==> src/rtl/segway_pkg.sv <==
// Shared types and default thresholds for the segway balance datapath.
// Rider detection uses summed load-cell counts in A2D units.
package segway_pkg;

    typedef enum logic [1:0] {
        IDLE  = 2'd0,
        WAIT  = 2'd1,
        STEER = 2'd2
    } steer_state_t;

    localparam logic [11:0] MIN_RIDER_WT_DEF  = 12'h200;
    localparam logic [11:0] WT_HYSTERESIS_DEF = 12'h040;

endpackage

==> src/rtl/steer_tmr.sv <==
// Saturating settle timer for steer_en.
// Counts every cycle, clear wins, holds at full.
module steer_tmr
    import segway_pkg::*;
#(
    parameter bit FAST_SIM = 1'b0
) (
    input  logic clk,
    input  logic rst_n,
    input  logic clr,
    output logic full
);

    logic [25:0] cnt;

    // Only the low 15 bits matter when simulating fast.
    assign full = FAST_SIM ? (&cnt[14:0]) : (&cnt);

    // Clear has priority; stop counting once full so it never wraps.
    always_ff @(posedge clk or negedge rst_n) begin
        if (!rst_n) begin
            cnt <= '0;
        end else if (clr) begin
            cnt <= '0;
        end else if (!full) begin
            cnt <= cnt + 26'd1;
        end
    end

endmodule

==> src/rtl/steer_en.sv <==
// Rider-presence and steering-enable controller.
// Load-cell thresholds feed a three-state enable FSM.
module steer_en
    import segway_pkg::*;
#(
    parameter bit          FAST_SIM      = 1'b0,
    parameter logic [11:0] MIN_RIDER_WT  = MIN_RIDER_WT_DEF,
    parameter logic [11:0] WT_HYSTERESIS = WT_HYSTERESIS_DEF
) (
    input  logic        clk,
    input  logic        rst_n,
    input  logic [11:0] lft_ld,
    input  logic [11:0] rght_ld,
    output logic        en_steer,
    output logic        rider_off
);

    localparam logic [12:0] WT_HI =
        {1'b0, MIN_RIDER_WT} + {1'b0, WT_HYSTERESIS};
    localparam logic [12:0] WT_LO =
        {1'b0, MIN_RIDER_WT} - {1'b0, WT_HYSTERESIS};

    steer_state_t state;
    steer_state_t nxt;

    logic [12:0] sum;
    logic [12:0] diff;
    logic [11:0] abs_diff;
    logic [12:0] abs_ext;
    logic        sum_gt_min;
    logic        sum_lt_min;
    logic        diff_gt_1_4;
    logic        diff_gt_15_16;
    logic        clr_tmr;
    logic        tmr_full;

    assign sum  = {1'b0, lft_ld} + {1'b0, rght_ld};
    assign diff = {1'b0, lft_ld} - {1'b0, rght_ld};

    // Magnitude of a 13-bit difference of 12-bit values fits in 12 bits.
    always_comb begin
        abs_diff = diff[12] ? 12'(-diff) : diff[11:0];
    end

    assign abs_ext       = {1'b0, abs_diff};
    assign sum_gt_min    = sum > WT_HI;
    assign sum_lt_min    = sum < WT_LO;
    assign diff_gt_1_4   = abs_ext > (sum >> 2);
    assign diff_gt_15_16 = abs_ext > (sum - (sum >> 4));

    steer_tmr #(
        .FAST_SIM (FAST_SIM)
    ) u_tmr (
        .clk   (clk),
        .rst_n (rst_n),
        .clr   (clr_tmr),
        .full  (tmr_full)
    );

    // State register; reset drops straight back to IDLE.
    always_ff @(posedge clk or negedge rst_n) begin
        if (!rst_n) begin
            state <= IDLE;
        end else begin
            state <= nxt;
        end
    end

    // Next-state and timer clear, first matching condition wins.
    always_comb begin
        nxt     = state;
        clr_tmr = 1'b0;
        unique case (state)
            IDLE: begin
                if (sum_gt_min) begin
                    nxt     = WAIT;
                    clr_tmr = 1'b1;
                end
            end
            WAIT: begin
                if (sum_lt_min) begin
                    nxt = IDLE;
                end else if (diff_gt_1_4) begin
                    clr_tmr = 1'b1;
                end else if (tmr_full) begin
                    nxt = STEER;
                end
            end
            STEER: begin
                if (sum_lt_min) begin
                    nxt = IDLE;
                end else if (diff_gt_15_16) begin
                    nxt     = WAIT;
                    clr_tmr = 1'b1;
                end
            end
            default: begin
                nxt = IDLE;
            end
        endcase
    end

    assign en_steer  = (state == STEER);
    assign rider_off = (state == IDLE);

endmodule

==> config.mk <==
export PLATFORM = sky130hd
export DESIGN_NAME = steer_en
export DESIGN_NICKNAME = d
export VERILOG_FILES = /design/src/rtl/segway_pkg.sv /design/src/rtl/steer_tmr.sv /design/src/rtl/steer_en.sv
export SDC_FILE = /design/constraint.sdc
export NUM_CORES = 1
export LEC_CHECK = 0
export BUFFER_PORTS_ARGS = -buffer_cell sky130_fd_sc_hd__buf_2
export CAP_MARGIN = 30
export CORE_UTILIZATION = 55
export DETAILED_ROUTE_END_ITERATION = 8
export PLACE_DENSITY = 0.75
export SLEW_MARGIN = 20
export SYNTH_ARGS = -nofsm -noshare
export SYNTH_HDL_FRONTEND = slang
export SYNTH_SLANG_ARGS = --single-unit
==> constraint.sdc <==
create_clock -name clk -period 3.4 [get_ports clk]
set_input_delay 0.51 -clock clk [delete_from_list [all_inputs] [get_ports clk]]
set_output_delay 0.51 -clock clk [all_outputs]
set_load 0.03 [all_outputs]
# Word level (Yosys, flattened, before mapping)
# Index checks and enable logic that the tools add are counted.
[totals] register_bits=28 latchBits=0 ram_bits=0 rom_bits=0 inputBits=26 word_cells=37 n_memories=0
[op_classes] addsub=5 n_mul=0 div_mod_pow=0 order_cmp=4 n_eq_ne=7 shift=0 muxes=16 bitwise_logic=0 n_reduce_logical=3
[op_table] op="26-bit 2-to-1 mux" n=2
[op_table] op="26-bit by 1-bit adder with 26-bit output (second input constant)" n=1
[op_table] op="26-bit AND reduction" n=1
[op_table] op="12-bit by 12-bit adder with 13-bit output" n=1
[op_table] op="12-bit by 13-bit greater-than comparator with 1-bit output" n=1
[op_table] op="13-bit by 10-bit greater-than comparator with 1-bit output (second input constant)" n=1
[op_table] op="13-bit by 9-bit less-than comparator with 1-bit output (second input constant)" n=1
[op_table] op="12-bit by 12-bit subtractor with 13-bit output" n=1
[op_table] op="13-bit by 9-bit subtractor with 13-bit output" n=1
[op_table] op="12-bit by 11-bit greater-than comparator with 1-bit output" n=1
[op_table] op="12-bit 2-to-1 mux" n=1
[op_table] op="2-bit 2-to-1 mux" n=6
[op_table] op="12-bit negation" n=1
[op_table] op="3-bit != test (second input constant)" n=2
[op_table] op="2-bit one-hot mux with 3 select lines" n=1
[op_table] op="1-bit 2-to-1 mux" n=5
[op_table] op="4-bit AND reduction" n=1
[op_table] op="3-bit by 1-bit != test with 1-bit output (second input constant)" n=1
[op_table] op="1-bit one-hot mux with 3 select lines" n=1
[op_table] op="2-bit by 1-bit == test with 1-bit output (second input constant)" n=1
[op_table] op="2-bit == test (second input constant)" n=1
[op_table] op="2-bit logical NOT" n=1
[op_table] op="2-bit by 1-bit != test with 1-bit output (second input constant)" n=1
[op_table] op="2-bit != test (second input constant)" n=1

# Depth between registers and ports, before layout
[logic_depth] depth_word=8 ltp_mapped=31

# Hierarchy
# Synthesis repeated with hierarchy kept, for this count alone.
[unflattened] cells_unflattened=551 area_unflattened_um2=4456.8
[modules_own_cells] mod="steer_en" instances=1 cells_each=394 area_per_inst_um2=2975.4
[modules_own_cells] mod="steer_tmr" instances=1 cells_each=157 area_per_inst_um2=1481.4

# Least setup slack after synthesis
# No wires, ideal clock.
[synth_path] path_kind="input port to flip-flop" start="input port lft_ld[0]" end="register u_tmr.cnt[0]" setup_ns=0.119 t_arrival_ns=5.699 t_required_ns=3.281 slack_ns=-2.418 stages=30 n_path_buf=1 path_cell_list="ha_1 > inv_1 > fa_1 > o21ba_2 > or4_1 > nand2_1 > nor2_1 > xnor2_1 > ha_1 > o21ai_0 > nand2b_1 > a21o_1 > a21o_1 > a21o_1 > a21o_1 > nor2b_1 > o21a_1 > nor3_1 > xnor2_1 > ha_1 > and4_1 > nand2_1 > nor2_1 > nor2_1 > a21oi_1 > nor4b_1 > o31ai_1 > o32ai_2 > buf_6 > nor2_2"
[synth_between] elab_chain_cells=8 word_cells_on_any_way=17
[synth_lines] element="from (decl)" line_no="steer_en.sv:12" source="input logic [11:0] lft_ld,"
[synth_lines] element="12-bit by 12-bit subtractor with 13-bit output" line_no="steer_en.sv:38" source="assign diff = {1'b0, lft_ld} - {1'b0, rght_ld};"
[synth_lines] element="12-bit negation" line_no="steer_en.sv:42" source="abs_diff = diff[12] ? 12'(-diff) : diff[11:0];"
[synth_lines] element="12-bit 2-to-1 mux" line_no="steer_en.sv:42"
[synth_lines] element="12-bit by 13-bit greater-than comparator with 1-bit output or 12-bit by 11-bit greater-than comparator with 1-bit output (tied branches)" line_no="steer_en.sv:49, steer_en.sv:48"
[synth_lines] element="1-bit 2-to-1 mux, on equally long branches" line_no="steer_en.sv:92, steer_en.sv:83"
[synth_lines] element="1-bit 2-to-1 mux, on equally long branches" line_no="steer_en.sv:90, steer_en.sv:81"
[synth_lines] element="1-bit one-hot mux with 3 select lines (*)" line_no="steer_en.sv:73" source="unique case (state)"
[synth_lines] element="2-bit != test (no source line) or 26-bit 2-to-1 mux (tied branches)"
[synth_lines] element="to (signal assigned)" line_no="steer_tmr.sv:26" source="cnt <= cnt + 26'd1;"
[synth_lines] element="to (decl)" line_no="steer_tmr.sv:14" source="logic [25:0] cnt;"
# Every way passes the cells marked *; elsewhere a longest branch is shown, timed or not.
# A chain may end at the register's enable or synchronous reset.

# Worst setup path after layout
[layout_path] start="input port rght_ld[0]" end="register state[0]"
[layout_between] elab_chain_cells=6 word_cells_on_any_way=17
[layout_lines] element="from (decl)" line_no="steer_en.sv:13" source="input logic [11:0] rght_ld,"
[layout_lines] element="12-bit by 12-bit subtractor with 13-bit output" line_no="steer_en.sv:38"
[layout_lines] element="12-bit negation" line_no="steer_en.sv:42"
[layout_lines] element="12-bit 2-to-1 mux" line_no="steer_en.sv:42"
[layout_lines] element="12-bit by 13-bit greater-than comparator with 1-bit output or 12-bit by 11-bit greater-than comparator with 1-bit output (tied branches)" line_no="steer_en.sv:49, steer_en.sv:48"
[layout_lines] element="3-bit by 1-bit != test with 1-bit output (no source line) or 3-bit != test (tied branches)"
[layout_lines] element="4-bit AND reduction (no source line)"
[layout_lines] element="to (signal assigned)" line_no="steer_en.sv:65" source="state <= nxt;"
[layout_lines] element="to (decl)" line_no="steer_en.sv:23" source="steer_state_t state;"
# Several ways; a longest one is shown, not always the timed one.

==> run metrics <==
status=finished with violations; failing checks=setup timing; non-filler cells, final=774; via count=4674; row count=31; Worst Max-Slew Pin Slew=0.651 ns; Worst Path Buf+Inv=5; top cell family by delay on the critical path=compound AO/OA/AOI/OAI gates; Reg2Reg Setup Slack=0.26 ns; GRT Resource Usage Total=0.342; DRT antenna net count=0; TritonCTS clock tree=done; root buf cell=clkbuf_8; Wirelength per Cell=17.3 µm; Reg clk slew, reported paths=0.10 ns; Post-Place Cells=761; Post-Route Setup TNS=-56.51 ns; Max Root-Sink Buffers=2; Post-Synthesis Cells=504; Num CTS Buffers=3; Yosys warning total=0; total wire length=13.4 mm; global route total overflow=0; CTS sink count=28; max incr delay on CP=0.50 ns; startpoint types=input pin; crit path kind=in -> reg; PD cells=524 mW/mm²; Clock Skews=0.00516 ns; reg2reg start=u_tmr.cnt[15]; DP HPWL=9.46 mm; period utilization=1.63; pre-CTS setup slack=-2.57 ns; RSZ-0062 raised after global routing=yes; Port-buffer cells=27; Layout area overhead=43.4%; number of synthesized register bits=28; initial drt markers=447; Synth Flop Type=dfrtp_1; final hold violation count=0; Die Y-Extent=88.7 µm; Inserted Diodes=0; Final Power=3100 µW; fin area=0.00592 mm²; most frequent cells after synthesis=ha_1 (60), inv_1 (42), nor2_1 (41); first-pass GRT wire length=21.1 mm; Yosys top cell by area=ha_1; Pre-antenna DRT Iters=5; Area after DPL=0.00555 mm²; Final Max Slew Viols=0; layout cell share with drive strength beyond 1=0.376; largest net degree at the start of global routing=29; Vias/cell=6.04; area occupied by multi-input gates=0.00350 mm²; Data required, critical path=3.57 ns; I/O Pins=28; Remaining DRCs=0; PnR worst setup slack=-2.14 ns; Worst EP arrival=5.72 ns; CP max-delay cell=or4_4; htree depth=1; final setup fails=28; mapped cell area=0.00413 mm²; die area=0.00786 mm²; CP most frequent cell=buf_4; gpl congestion=0.899; Fillers=421; Synth cell types=66; top post-synthesis cells by area=ha_1 (18%), dfrtp_1 (17%), xnor2_1 (7.0%), xor2_1 (6.1%), inv_1 (3.8%); hold crit path type=in -> async; worst skew pair latency=0.28 ns; FF/Latch Area=701 µm²; Pleak=0.00283 µW; syn_area_per_cell=8.19 µm²; number of global-route vias before repair=4592; Rel. slew slack=0.566; worst r2r path cells=11; R2R Path End=u_tmr.cnt[16]; nets@finish=765; most frequent cell after synthesis=ha_1; EDFF count, synth=0; Die Wd=88.7 µm; fraction of registers with async set/reset=1.00; Crit. End Element=flop; Core Region=0.00725 mm²; initial core utilization=0.569; CP Max Fanout=3; syn_nets=593; fmax=180 MHz; worst vdd ir=0.000227 V; proportion of synthesized chip area in sequential cells=0.170; Yosys top cell area share=0.182; Period minus WS final=5.54 ns; initial antenna violation count=0; max_cap viols=0
worst max-delay path by stage:
stage / endpoint / start / slack [ns] / cells past startpoint
2_1_floorplan: state[0] / lft_ld[0] / -2.17 / 29
3_3_place_gp: state[0] / lft_ld[0] / -2.33 / 30
3_5_place_dp: u_tmr.cnt[2] / rght_ld[1] / -2.57 / 31
4_1_cts: state[0] / rght_ld[0] / -2.00 / 30
5_1_grt: state[0] / rght_ld[0] / -2.37 / 28
6_report: state[0] / rght_ld[0] / -2.14 / 28
layout by cell type (no fill, tap or decap), drive strengths merged, types with 4 or more instances in the layout:
cell    netlist  final
and2          5      5
nor2         60     60
xnor2        33     33
mux2i         5      5
clkbuf        9      4
nor3          9      9
o21ai        15     15
nand3        15     15
nand4        12     12
dfrtp        28     28
a21oi        27     27
buf           5    181
a211oi        9      9
nand2        26     26
a21o          7      7
o31ai         5      5
o21a          7      7
nand2b        7      7
ha           60     60
and3          7      7
and4          7      7
inv          42     42
or3           5      5
o22ai         4      4
xor2         29     29
nor2b        12     12
o211ai        4      4
stage by stage:
stage	utilization	hold WS (ns)
floorplan	-	0.214
global placement	0.766	0.538
finish	0.816	0.245
detailed placement	0.766	0.548
global route	0.816	0.280
CTS	0.807	0.250
registers in the layout, summed over array words and instances, names as in the netlist:
name / cells
u_tmr.cnt: 26
state: 2
report_power, final:
group | switching, µW | internal (µW)
Combinational | 1240 | 1280
Sequential | 21.0 | 351
Clock | 104 | 104
Total | 1370 | 1730
what timing repair did:
| item | in CTS | in global routing |
|---|---|---|
| cloned | 2 | 0 |
| resized for setup | 32 | 15 |
| hold buffers | 0 | 0 |
| pin swaps | 19 | 9 |
| endpoints found under the setup margin | 28 | 28 |
| buffers inserted | 7 | 4 |
layer usage:
metal,GRT usage,part of all wire
met5,0,0
met3,0.0522,0.067
met2,0.602,0.48
met1,0.427,0.40
met4,0.106,0.051
kinds of logic after synthesis:
kind of cell             synth area share
adder cells (fa/ha/maj)             0.196
XOR/XNOR                            0.142
buffers and inverters              0.0566
flip-flops                          0.170
AND/OR/NAND/NOR                     0.241
AO/OA/AOI/OAI                       0.174
multiplexers                       0.0203
area by class of cell:
cell class,instances,area share
well taps,99,0.0209
flip-flops and latches,28,0.118
inverters,42,0.0266
repair buffers,181,0.234
clock buffers,4,0.00930
multi-input cells,420,0.591
Power figures use the tool's default switching activity.
